File: config.mk
export PLATFORM = sky130hd
export DESIGN_NAME = expression_pipe
export DESIGN_NICKNAME = d
export VERILOG_FILES = /design/src/rtl/expression_pipe.sv
export SDC_FILE = /design/constraint.sdc
export NUM_CORES = 1
export LEC_CHECK = 0
export CORE_MARGIN = 2
export CORE_UTILIZATION = 35
export CTS_BUF_LIST = sky130_fd_sc_hd__clkbuf_4
export DETAILED_ROUTE_END_ITERATION = 7
export SYNTH_ARGS = -nofsm -noshare
export SYNTH_HDL_FRONTEND = slang
export SYNTH_SLANG_ARGS = --single-unit
export TNS_END_PERCENT = 1
File: constraint.sdc
create_clock -name clk -period 4 [get_ports clk]
set_input_delay 0.8 -clock clk [delete_from_list [all_inputs] [get_ports clk]]
set_output_delay 0.8 -clock clk [all_outputs]
set_load 0.02 [all_outputs]
File: src/rtl/expression_pipe.sv
// Per-lane ALU over packed operand vectors: add/sub/mul/shifts/compare/xnor/nor-reduce.
// Latency 2 cycles (S1 captures operands, S2 computes and registers y), 1 beat/cycle throughput.
// Backpressure: stall propagates back through the valid-ready chain; y and S1 hold while out_ready is low.
// Optional feature: define EXPRESSION_PIPE_SAT_EN to saturate add/sub per lane instead of wrapping.
module expression_pipe #(
    parameter int WIDTH = 6,
    parameter int LANES = 4
) (
    input  logic                   clk,
    input  logic                   reset,
    input  logic                   in_valid,
    output logic                   in_ready,
    input  logic [2:0]             op,
    input  logic [LANES-1:0]       sgn,
    input  logic [LANES*WIDTH-1:0] a,
    input  logic [LANES*WIDTH-1:0] b,
    output logic [LANES*WIDTH-1:0] y,
    output logic                   out_valid,
    input  logic                   out_ready,
    output logic [15:0]            done_cnt
);

    // Single-lane evaluation; signedness only matters for shr, compare and saturation.
    function automatic logic [WIDTH-1:0] lane_calc(
        input logic [2:0]       f,
        input logic             s,
        input logic [WIDTH-1:0] x,
        input logic [WIDTH-1:0] z
    );
        logic [WIDTH-1:0]        r;
        logic signed [WIDTH-1:0] xs;
        logic                    lt;
`ifdef EXPRESSION_PIPE_SAT_EN
        logic [WIDTH:0]          ext;
        logic [WIDTH-1:0]        smax;
        logic [WIDTH-1:0]        smin;
`endif
        r  = '0;
        xs = x;
        lt = s ? ($signed(x) < $signed(z)) : (x < z);
`ifdef EXPRESSION_PIPE_SAT_EN
        smax = {1'b0, {(WIDTH-1){1'b1}}};
        smin = {1'b1, {(WIDTH-1){1'b0}}};
        ext  = '0;
`endif
        case (f)
            3'd0: begin
`ifdef EXPRESSION_PIPE_SAT_EN
                ext = {1'b0, x} + {1'b0, z};
                if (s) begin
                    // Signed overflow: like-signed operands producing an opposite-signed sum.
                    if (x[WIDTH-1] == z[WIDTH-1] && ext[WIDTH-1] != x[WIDTH-1])
                        r = x[WIDTH-1] ? smin : smax;
                    else
                        r = ext[WIDTH-1:0];
                end else begin
                    r = ext[WIDTH] ? '1 : ext[WIDTH-1:0];
                end
`else
                r = x + z;
`endif
            end
            3'd1: begin
`ifdef EXPRESSION_PIPE_SAT_EN
                ext = {1'b0, x} - {1'b0, z};
                if (s) begin
                    // Signed overflow: unlike-signed operands where the result loses A's sign.
                    if (x[WIDTH-1] != z[WIDTH-1] && ext[WIDTH-1] != x[WIDTH-1])
                        r = x[WIDTH-1] ? smin : smax;
                    else
                        r = ext[WIDTH-1:0];
                end else begin
                    r = ext[WIDTH] ? '0 : ext[WIDTH-1:0];
                end
`else
                r = x - z;
`endif
            end
            // Low WIDTH bits of a product are identical for signed and unsigned operands.
            3'd2: r = x * z;
            3'd3: begin
                if (32'(z) >= WIDTH)
                    r = s ? {WIDTH{x[WIDTH-1]}} : '0;
                else if (s)
                    r = xs >>> z;
                else
                    r = x >> z;
            end
            3'd4: r = (32'(z) >= WIDTH) ? '0 : (x << z);
            3'd5: r = {{(WIDTH-1){1'b0}}, lt};
            3'd6: r = ~(x ^ z);
            default: r = {{(WIDTH-1){1'b0}}, ~|x};
        endcase
        return r;
    endfunction

    logic                   v1_q;
    logic [2:0]             op1_q;
    logic [LANES-1:0]       sgn1_q;
    logic [LANES*WIDTH-1:0] a1_q;
    logic [LANES*WIDTH-1:0] b1_q;
    logic                   v2_q;
    logic [LANES*WIDTH-1:0] y_q;
    logic [LANES*WIDTH-1:0] y_d;
    logic [15:0]            done_q;
    logic [15:0]            done_d;
    logic                   rdy1;
    logic                   rdy2;

    assign rdy2      = ~v2_q | out_ready;
    assign rdy1      = ~v1_q | rdy2;
    assign in_ready  = rdy1;
    assign out_valid = v2_q;
    assign y         = y_q;
    assign done_cnt  = done_q;

    genvar gi;
    generate
        for (gi = 0; gi < LANES; gi++) begin : g_lane
            assign y_d[gi*WIDTH +: WIDTH] = lane_calc(op1_q, sgn1_q[gi],
                                                      a1_q[gi*WIDTH +: WIDTH],
                                                      b1_q[gi*WIDTH +: WIDTH]);
        end
    endgenerate

    // Completed-transfer count, free-running 16-bit wrap.
    always_comb begin
        done_d = done_q;
        if (v2_q & out_ready) done_d = done_q + 16'd1;
    end

    // Stage 1: capture the accepted beat; holds while stage 2 is stalled.
    always_ff @(posedge clk or posedge reset) begin
        if (reset) begin
            v1_q   <= 1'b0;
            op1_q  <= '0;
            sgn1_q <= '0;
            a1_q   <= '0;
            b1_q   <= '0;
        end else if (rdy1) begin
            v1_q <= in_valid;
            if (in_valid) begin
                op1_q  <= op;
                sgn1_q <= sgn;
                a1_q   <= a;
                b1_q   <= b;
            end
        end
    end

    // Stage 2: register lane results; y only changes when a new valid beat moves in.
    always_ff @(posedge clk or posedge reset) begin
        if (reset) begin
            v2_q <= 1'b0;
            y_q  <= '0;
        end else if (rdy2) begin
            v2_q <= v1_q;
            if (v1_q) y_q <= y_d;
        end
    end

    // Output transfer counter register.
    always_ff @(posedge clk or posedge reset) begin
        if (reset) done_q <= '0;
        else       done_q <= done_d;
    end

endmodule

Yosys cells after proc, flatten, opt, wreduce, memory -nomap -nowiden

Index checks and enable logic that the tools add are counted.

Multipliers: 4
Bitwise gates (word level): 13
$add $sub $neg: 9
Order comparisons: 12
Shifts and indexed selects: 12
Reduce and logical (&&, ||, !) cells: 11
Multiplexer cells: 24
Equality and inequality tests: 6

Operators by type and width:

| operator                                             | count |
|---|---|
| case mux 6 bit (7 select lines)                      | 4 |
| two-way mux 6 bit                                    | 16 |
| < comparator 6 bit                                   | 8 |
| adder 6 bit                                          | 4 |
| >= comparator 6 x 3 -> 1 bit (second input constant) | 4 |
| multiplier 6 x 6 -> 6 bit                            | 4 |
| inverter 6 bit                                       | 4 |
| OR reduction 6 bit                                   | 4 |
| << shifter 6 x 6 -> 6 bit                            | 4 |
| >> shifter 6 x 6 -> 6 bit                            | 4 |
| >>> shifter 6 x 6 -> 6 bit                           | 4 |
| subtractor 6 bit                                     | 4 |
| bitwise XOR 6 bit                                    | 4 |
| adder 16 x 1 -> 16 bit (second input constant)       | 1 |
| equality test 3 bit (second input constant)          | 3 |
| equality test 3 x 2 -> 1 bit (second input constant) | 2 |
| logical NOT 1 bit                                    | 4 |
| two-way mux 1 bit                                    | 4 |
| AND reduction 2 bit                                  | 2 |
| equality test 3 x 1 -> 1 bit (second input constant) | 1 |
| logical NOT 3 bit                                    | 1 |
| inverter 1 bit                                       | 2 |
| OR 1 bit                                             | 2 |
| bitwise AND 1 bit                                    | 1 |

Output and inout port bits: 42
Register bits: 97
Logic and storage cells: 99

Longest topological paths before layout

Gate-level depths: netlist (run 1).

Depth in word-level cells: 4
Gate-level depth with buffers: 17

Worst setup path after synthesis (run 1)

OpenSTA, ideal clock, no wires.

Kind: register to register
From: register b1_q[18]
To: register y_q[23], in the netlist y[23]
Arrival time: 3.626 ns
Clock period less this slack: 3.708 ns
Path slack: 0.292 ns
Stages on the path, launching flop included: 17
Buffers on the path: 3
Cells stage by stage: dfrtp_1 -> buf_2 -> buf_2 -> clkbuf_1 -> nand2_1 -> fa_1 -> inv_1 -> ha_1 -> inv_1 -> fa_1 -> fa_1 -> xor2_1 -> xnor2_1 -> xnor2_1 -> xnor2_1 -> nand2_1 -> a31oi_1

Longest elaborated chain between the ends: 4
Elaborated cells between the ends (all ways): 11
Those cells by class: add/sub: 2; mul: 1; order compare: 1; shift: 3; mux: 4

Ends and longest elaborated chain:

| item                                                                              | line | source |
|---|---|---|
| start: declaration                                                                | 101  | `logic [LANES*WIDTH-1:0] b1_q;` |
| start signal: assignment                                                          | 139  | `b1_q <= '0;` |
| start signal: assignment                                                          | 146  | `b1_q <= b;` |
| parallel branches: the longest is 3 deep, another holds multiplier 6 x 6 -> 6 bit | --   |  |
| case mux 6 bit (7 select lines) *                                                 | 46   | `case (f)` |
| end signal: assignment                                                            | 158  | `if (v1_q) y_q <= y_d;` |
| end: declaration                                                                  | 103  | `logic [LANES*WIDTH-1:0] y_q;` |

Mark *: on every way between the ends.
A chain may end at the register's enable or synchronous reset.

Worst setup path after layout (run 1)

From: register a1_q[3]
To: register y_q[5], in the netlist y[5]

Longest elaborated chain between the ends: 4
Elaborated cells between the ends (all ways): 10
Those cells by class: add/sub: 2; mul: 1; shift: 3; mux: 4

Ends and longest elaborated chain:

| item                                                                              | line | source |
|---|---|---|
| start: declaration                                                                | 100  | `logic [LANES*WIDTH-1:0] a1_q;` |
| start signal: assignment                                                          | 138  | `a1_q <= '0;` |
| start signal: assignment                                                          | 145  | `a1_q <= a;` |
| parallel branches: the longest is 3 deep, another holds multiplier 6 x 6 -> 6 bit | --   |  |
| case mux 6 bit (7 select lines) *                                                 | 46   |  |

Marks and branches as above.

==> results of run 1 <==
==> state kept, by name, indices dropped and copies added, names as in the netlist <==
register	cells
v1_q	1
done_cnt	16
op1_q	3
b1_q	24
out_valid	1
y	24
a1_q	24
sgn1_q	4
==> area by class of cell <==
type                       count  share of cell area
tap                          384              0.0409
antenna                        1            0.000213
clock inverter                 7             0.00671
timing repair buffer         150               0.117
sequential                    97               0.206
multi-input combinational    911               0.597
clock buffer                   9             0.00575
inverter                      80              0.0258
==> cell usage after synthesis, drive strengths merged, types with 25 or more instances <==
library cell / n
nand2b: 25
fa: 28
ha: 73
mux2: 63
nand3: 29
clkbuf: 45
mux2i: 29
nor2: 79
nand2: 111
dfrtp: 97
nor3: 30
xnor2: 49
inv: 79
buf: 39
o21ai: 65
a21oi: 75
==> report_power, final <==
group	internal [uW]	leakage [uW]	switching, uW
clock network	153	0.0000812	442
registers	1180	0.00117	271
logic	1500	0.00359	1800
total	2830	0.00484	2510
==> metrics by stage <==
stage / hold slack [ns] / utilization / total power (uW)
after floorplan: 0.471 / - / 3660
after global placement: 0.462 / 0.405 / 4690
after detailed placement: 0.468 / 0.405 / 4730
after CTS: 0.492 / 0.411 / 5370
after global routing: 0.540 / 0.411 / 5760
final: 0.494 / 0.411 / 5340
==> cells by family after synthesis <==
family | count (synthesis) | share of synthesized area
flip-flops | 97 | 0.239
XOR/XNOR | 63 | 0.0598
buffers and inverters | 164 | 0.0694
adder cells (fa/ha/maj) | 101 | 0.145
AO/OA/AOI/OAI | 275 | 0.177
multiplexers | 106 | 0.130
AND/OR/NAND/NOR | 366 | 0.180
==> per-layer routing <==
| metal | wire length (um) | share of wire | GRT usage |
|---|---|---|---|
| met1 | 14400 | 0.44 | 0.296 |
| met2 | 14600 | 0.45 | 0.332 |
| met3 | 2400 | 0.073 | 0.0400 |
| met4 | 1200 | 0.037 | 0.0980 |
| met5 | 0 | 0 | 0 |
==> how the worst min path moves through the flow <==
stage,end,slack (ns)
floorplan,out_valid$_DFFE_PP0P_,0.47
global placement,done_cnt[15]$_DFFE_PP0P_,0.46
detailed placement,done_cnt[15]$_DFFE_PP0P_,0.47
CTS,done_cnt[15]$_DFFE_PP0P_,0.49
global route,done_cnt[12]$_DFFE_PP0P_,0.54
finish,done_cnt[15]$_DFFE_PP0P_,0.49
==> impl_metrics.env, run 1 <==
export IMPL_postCtsSetupBuffers=0
export IMPL_powerDensity_nw_per_um2=454
export IMPL_holdPathStages=1
export IMPL_clk_pin_slew_ns=0.20
export IMPL_crit_cells=11
export IMPL_place_inst=1622
export IMPL_clockBufferDepth=2
export IMPL_synth_edff_count=0
export IMPL_final_cell_mix="nand2_1 (110), clkdlybuf4s50_1 (100), dfrtp_1 (97)"
export IMPL_antenna_found_initial=1
export IMPL_cpPeakStageDelay_ns=0.62
export IMPL_path_delay_family="adder cells"
export IMPL_h_tree_depth=3
export IMPL_reg2reg_slack_ns=0.31
export IMPL_area_growth_pct=15.8
export IMPL_die_h_um=174
export IMPL_timing_max_transition_violations_final=0
export IMPL_multi_input_area_sq_um=7020
export IMPL_critPathCaptureType="flip-flop"
export IMPL_cts_tree="done"
export IMPL_r2r_start="a1_q[3]$_DFFE_PP0P_"
export IMPL_gr_usage_all_layers=0.216
export IMPL_layout_drive_gt1_share=0.132
export IMPL_io_buffers=100
export IMPL_irDropWorstVdd_v=0.000203
export IMPL_totalWireLength_mm=32.6
export IMPL_synth_seq_area_share=0.239
export IMPL_status="complete, no violations"
export IMPL_report_final_setup_viol=0
export IMPL_avgViaCountPerCell=5.68
export IMPL_syn_avg_cell_area_sq_um=8.66
export IMPL_synth_async_reset_ratio=1.00
export IMPL_root_buffer="clkbuf_4"
export IMPL_die_x_um=174
export IMPL_synth_nets=1332
export IMPL_vias=9302
export IMPL_cp_start_kind="flip-flop"
export IMPL_holdCritPathClass="reg2reg"
export IMPL_fin_ws_ns=0.310
export IMPL_place_area_sq_um=11600
export IMPL_dr_pass1_iters=6
export IMPL_core_area_sq_um=28600
export IMPL_instances_no_fill=1639
export IMPL_crit_start="a1_q[3]$_DFFE_PP0P_"
export IMPL_worstRegToRegCells=11
export IMPL_cts_made_buffers=9
export IMPL_final_area_sq_um=11800
export IMPL_place_ws_ns=0.380
export IMPL_rows=62
export IMPL_period_share=0.923
export IMPL_crit_end="y[5]$_DFFE_PP0P_"
export IMPL_syn_cell_area_sq_um=10100
export IMPL_dieArea_sq_um=30400
export IMPL_hpwlAfterDp_mm=24.3
export IMPL_clock_latency_ns=0.57
export IMPL_place_gp_congestion=0.926
export IMPL_clkSinkCount=97
export IMPL_tns_ns=0
export IMPL_grt_max_degree=57
export IMPL_drv_cap=0
export IMPL_start_util=0.355
export IMPL_cp_cell_sequence="and2_1 -> fa_1 -> ha_1 -> fa_1 -> fa_1 -> xnor2_1 -> xnor2_1 -> xnor3_1 -> xnor2_1 -> a22oi_1 -> a21oi_1"
export IMPL_path_buf_inv=0
export IMPL_synthTopCellsByArea="dfrtp_1 (24%), ha_1 (9.0%), mux2_2 (7.0%), fa_1 (5.5%), xnor2_1 (4.2%)"
export IMPL_ant_nets=0
export IMPL_grt_pass1_vias=9103
export IMPL_yosys_area_top_type="dfrtp_1"
export IMPL_synth_seq_cells=97
export IMPL_nNetsFinal=1409
export IMPL_drc=0
export IMPL_fin_skew_ns=0.0325
export IMPL_fillers=2903
export IMPL_drt_initial_drc_count=893
export IMPL_reg2reg_to="y[5]$_DFFE_PP0P_"
export IMPL_cpMaxStageDelayCell="dfrtp_1"
export IMPL_layout_cells_most_common="nand2_1"
export IMPL_synth_flop_cell="dfrtp_1"
export IMPL_max_clock_freq_mhz=271
export IMPL_synth_cell_types=85
export IMPL_min_from="done_cnt[15]$_DFFE_PP0P_"
export IMPL_synth_top_area_share=0.239
export IMPL_cts_resized=0
export IMPL_relSlewSlack=0.145
export IMPL_synth_warnings=0
export IMPL_post_route_min_period_ns=3.69
export IMPL_leakagePower_uw=0.00484
export IMPL_critical_path_class="reg2reg"
export IMPL_arrival_ns=4.20
export IMPL_tightest_slew_ns=1.28
export IMPL_ios=101
export IMPL_wire_per_inst_um=19.9
export IMPL_hold_viol=0
export IMPL_seqCellArea_sq_um=2430
export IMPL_rsz0062_at_grt="no"
export IMPL_holdBufCountCts=0
export IMPL_grt_pass1_wl_mm=51.9
export IMPL_overflow=0
export IMPL_syn_inst=1172
export IMPL_crit_fanout=13
export IMPL_critical_path_required_ns=4.51
(Power assumes the default switching activity.)
==> inputs of run 2 (changes only) <==
- ABC_AREA: unset -> 1
==> run 2 against run 1 <==
Fmax grew 5.2%. Wire length grew 1.9%. Combinational power is essentially flat. Setup slack gained 0.18 ns. Critical endpoint is now y[22]$_DFFE_PP0P_.
==> impl_metrics.env, run 2 <==
export IMPL_status="complete, no violations"
export IMPL_grt_max_degree=62
export IMPL_drc=0
export IMPL_period_share=0.877
export IMPL_cts_resized=0
export IMPL_dr_pass1_iters=6
export IMPL_dieArea_sq_um=30400
export IMPL_postCtsSetupBuffers=0
export IMPL_hold_ws_ns=0.493
export IMPL_critical_path_required_ns=4.48
export IMPL_io_buffers=100
export IMPL_synth_cell_types=48
export IMPL_tns_ns=0
export IMPL_synth_edff_count=0
export IMPL_cpMaxStageDelayCell="dfrtp_1"
export IMPL_rsz0062_at_grt="no"
export IMPL_fin_skew_ns=0.0363
export IMPL_clk_pin_slew_ns=0.23
export IMPL_core_area_sq_um=28600
export IMPL_post_route_min_period_ns=3.51
export IMPL_layout_cells_most_common="nand2_1"
export IMPL_tightest_slew_ns=0.719
export IMPL_synth_warnings=0
export IMPL_clockBufferDepth=2
export IMPL_syn_cell_area_sq_um=10100
export IMPL_crit_fanout=14
export IMPL_area_growth_pct=16.0
export IMPL_drv_cap=0
export IMPL_holdCritPathClass="reg2reg"
export IMPL_grt_pass1_vias=10200
export IMPL_instances_no_fill=2053
export IMPL_gr_usage_all_layers=0.221
export IMPL_rows=62
export IMPL_synth_most_common_cell="nand2_1"
export IMPL_place_inst=2036
export IMPL_relSlewSlack=0.520
export IMPL_cp_start_kind="flip-flop"
export IMPL_nNetsFinal=1823
export IMPL_max_clock_freq_mhz=285
export IMPL_wire_per_inst_um=16.2
export IMPL_layout_drive_gt1_share=0.0456
export IMPL_holdBufCountCts=0
export IMPL_syn_avg_cell_area_sq_um=6.40
export IMPL_irDropWorstVdd_v=0.000364
export IMPL_yosys_area_top_type="dfrtp_1"
export IMPL_arrival_ns=3.99
export IMPL_clock_latency_ns=0.56
export IMPL_synth_seq_cells=97
export IMPL_final_cell_mix="nand2_1 (487), inv_1 (190), nand3_1 (147)"
export IMPL_avgViaCountPerCell=5.20
export IMPL_cp_cell_sequence="nand2_1 -> fa_1 -> inv_1 -> ha_1 -> inv_1 -> fa_1 -> fa_1 -> nor2_1 -> a21oi_1 -> o21ai_0 -> nor2_1 -> nand2_1 -> nand2_1 -> nand2_1"
export IMPL_hold_viol=0
export IMPL_cpMostUsedCell="nand2_1"
export IMPL_overflow=0
export IMPL_hpwlAfterDp_mm=25.5
export IMPL_ios=101
export IMPL_report_final_setup_viol=0
export IMPL_clkSinkCount=97
export IMPL_critical_path_class="reg2reg"
export IMPL_synth_common_cells="nand2_1 (488), inv_1 (191), nand3_1 (147)"
export IMPL_synth_top_area_share=0.239
export IMPL_timing_max_transition_violations_final=0
export IMPL_die_x_um=174
export IMPL_synth_flop_cell="dfrtp_1"
export IMPL_leakagePower_uw=0.00607
export IMPL_cpPeakStageDelay_ns=0.68
export IMPL_cts_tree="done"
export IMPL_start_util=0.354
export IMPL_root_buffer="clkbuf_4"
export IMPL_critPathCaptureType="flip-flop"
export IMPL_powerDensity_nw_per_um2=460
export IMPL_die_h_um=174
export IMPL_synth_nets=1746
export IMPL_grt_pass1_wl_mm=54.2
export IMPL_drt_initial_drc_count=836
export IMPL_totalWireLength_mm=33.3
export IMPL_antenna_found_initial=1
export IMPL_synth_seq_area_share=0.239
export IMPL_vias=10700
export IMPL_syn_inst=1586
export IMPL_cts_made_buffers=9
export IMPL_ant_nets=0
export IMPL_place_gp_congestion=0.933
export IMPL_h_tree_depth=3
export IMPL_synthTopCellsByArea="dfrtp_1 (24%), nand2_1 (18%), ha_1 (9.0%), nand3_1 (7.3%), inv_1 (7.1%)"
export IMPL_synth_async_reset_ratio=1.00
-- run 2: cell type report --
class                   instances  area (sq um)
flip-flops and latches         97          2430
diodes                          1          2.50
clock buffers                   9          67.6
multi-input cells            1227          6700
well taps                     384           480
clock inverters                 7           101
inverters                     205           772
repair buffers                123          1210
fillers                      3100         16900
-- run 2: power by group --
group | internal (uW) | leakage [uW] | total [uW] | switching (uW)
Combinational | 1280 | 0.00482 | 3300 | 2020
Clock | 163 | 0.0000869 | 638 | 475
Sequential | 1200 | 0.00116 | 1480 | 282
Total | 2640 | 0.00607 | 5410 | 2770
-- run 2: kinds of logic (layout without fill, tap and decap cells) --
logic type	count (synthesis)	after routing	share of synthesized area
adder cells (fa/ha/maj)	101	101	0.145
AND/OR/NAND/NOR	853	853	0.355
flip-flops	97	97	0.239
buffers and inverters	262	344	0.101
XOR/XNOR	21	21	0.0181
AO/OA/AOI/OAI	247	247	0.136
multiplexers	5	5	0.00555
other	0	1	0
-- run 2: critical path: cells and delay by family, from the launching register on --
kind	cells	cell delay (ns)
fa+ha+maj	4	1.87
flops	1	0.68
simple gates	6	0.57
compound gates	2	0.21
buf+inv	2	0.09
-- run 2: path summary, 6_finish.rpt --
path / slack (ns) / depth (start not counted) / from / to
worst max-delay path: 0.49 / 14 / b1_q[18]$_DFFE_PP0P_ / y[22]$_DFFE_PP0P_
worst min-delay path: 0.49 / 1 / done_cnt[15]$_DFFE_PP0P_ / done_cnt[15]$_DFFE_PP0P_
worst max register to register: 0.49 / 14 / b1_q[18]$_DFFE_PP0P_ / y[22]$_DFFE_PP0P_
worst min register to register: 0.49 / 1 / done_cnt[15]$_DFFE_PP0P_ / done_cnt[15]$_DFFE_PP0P_
max in group asynchronous: 2.65 / 3 / reset / b1_q[14]$_DFFE_PP0P_
min in group asynchronous: 0.60 / 2 / reset / b1_q[19]$_DFFE_PP0P_
-- run 2: per-layer routing --
| metal | global-route usage | share of wire | vias to the layer above |
|---|---|---|---|
| li1 | - | - | 5294 |
| met1 | 0.307 | 0.47 | 4973 |
| met2 | 0.364 | 0.46 | 357 |
| met3 | 0.0293 | 0.056 | 45 |
| met4 | 0.0536 | 0.018 | 0 |
| met5 | 0 | 0 | - |
-- run 2: stage by stage --
| step | power [uW] | setup slack (ns) | instance area (sq um) | utilization |
|---|---|---|---|---|
| after floorplan | 3650 | 0.509 | 10100 | - |
| after global placement | 4730 | 0.648 | 11600 | 0.405 |
| after detailed placement | 4770 | 0.543 | 11600 | 0.405 |
| after CTS | 5440 | 0.513 | 11800 | 0.411 |
| after global routing | 5940 | 0.205 | 11800 | 0.411 |
| final | 5410 | 0.490 | 11800 | 0.411 |
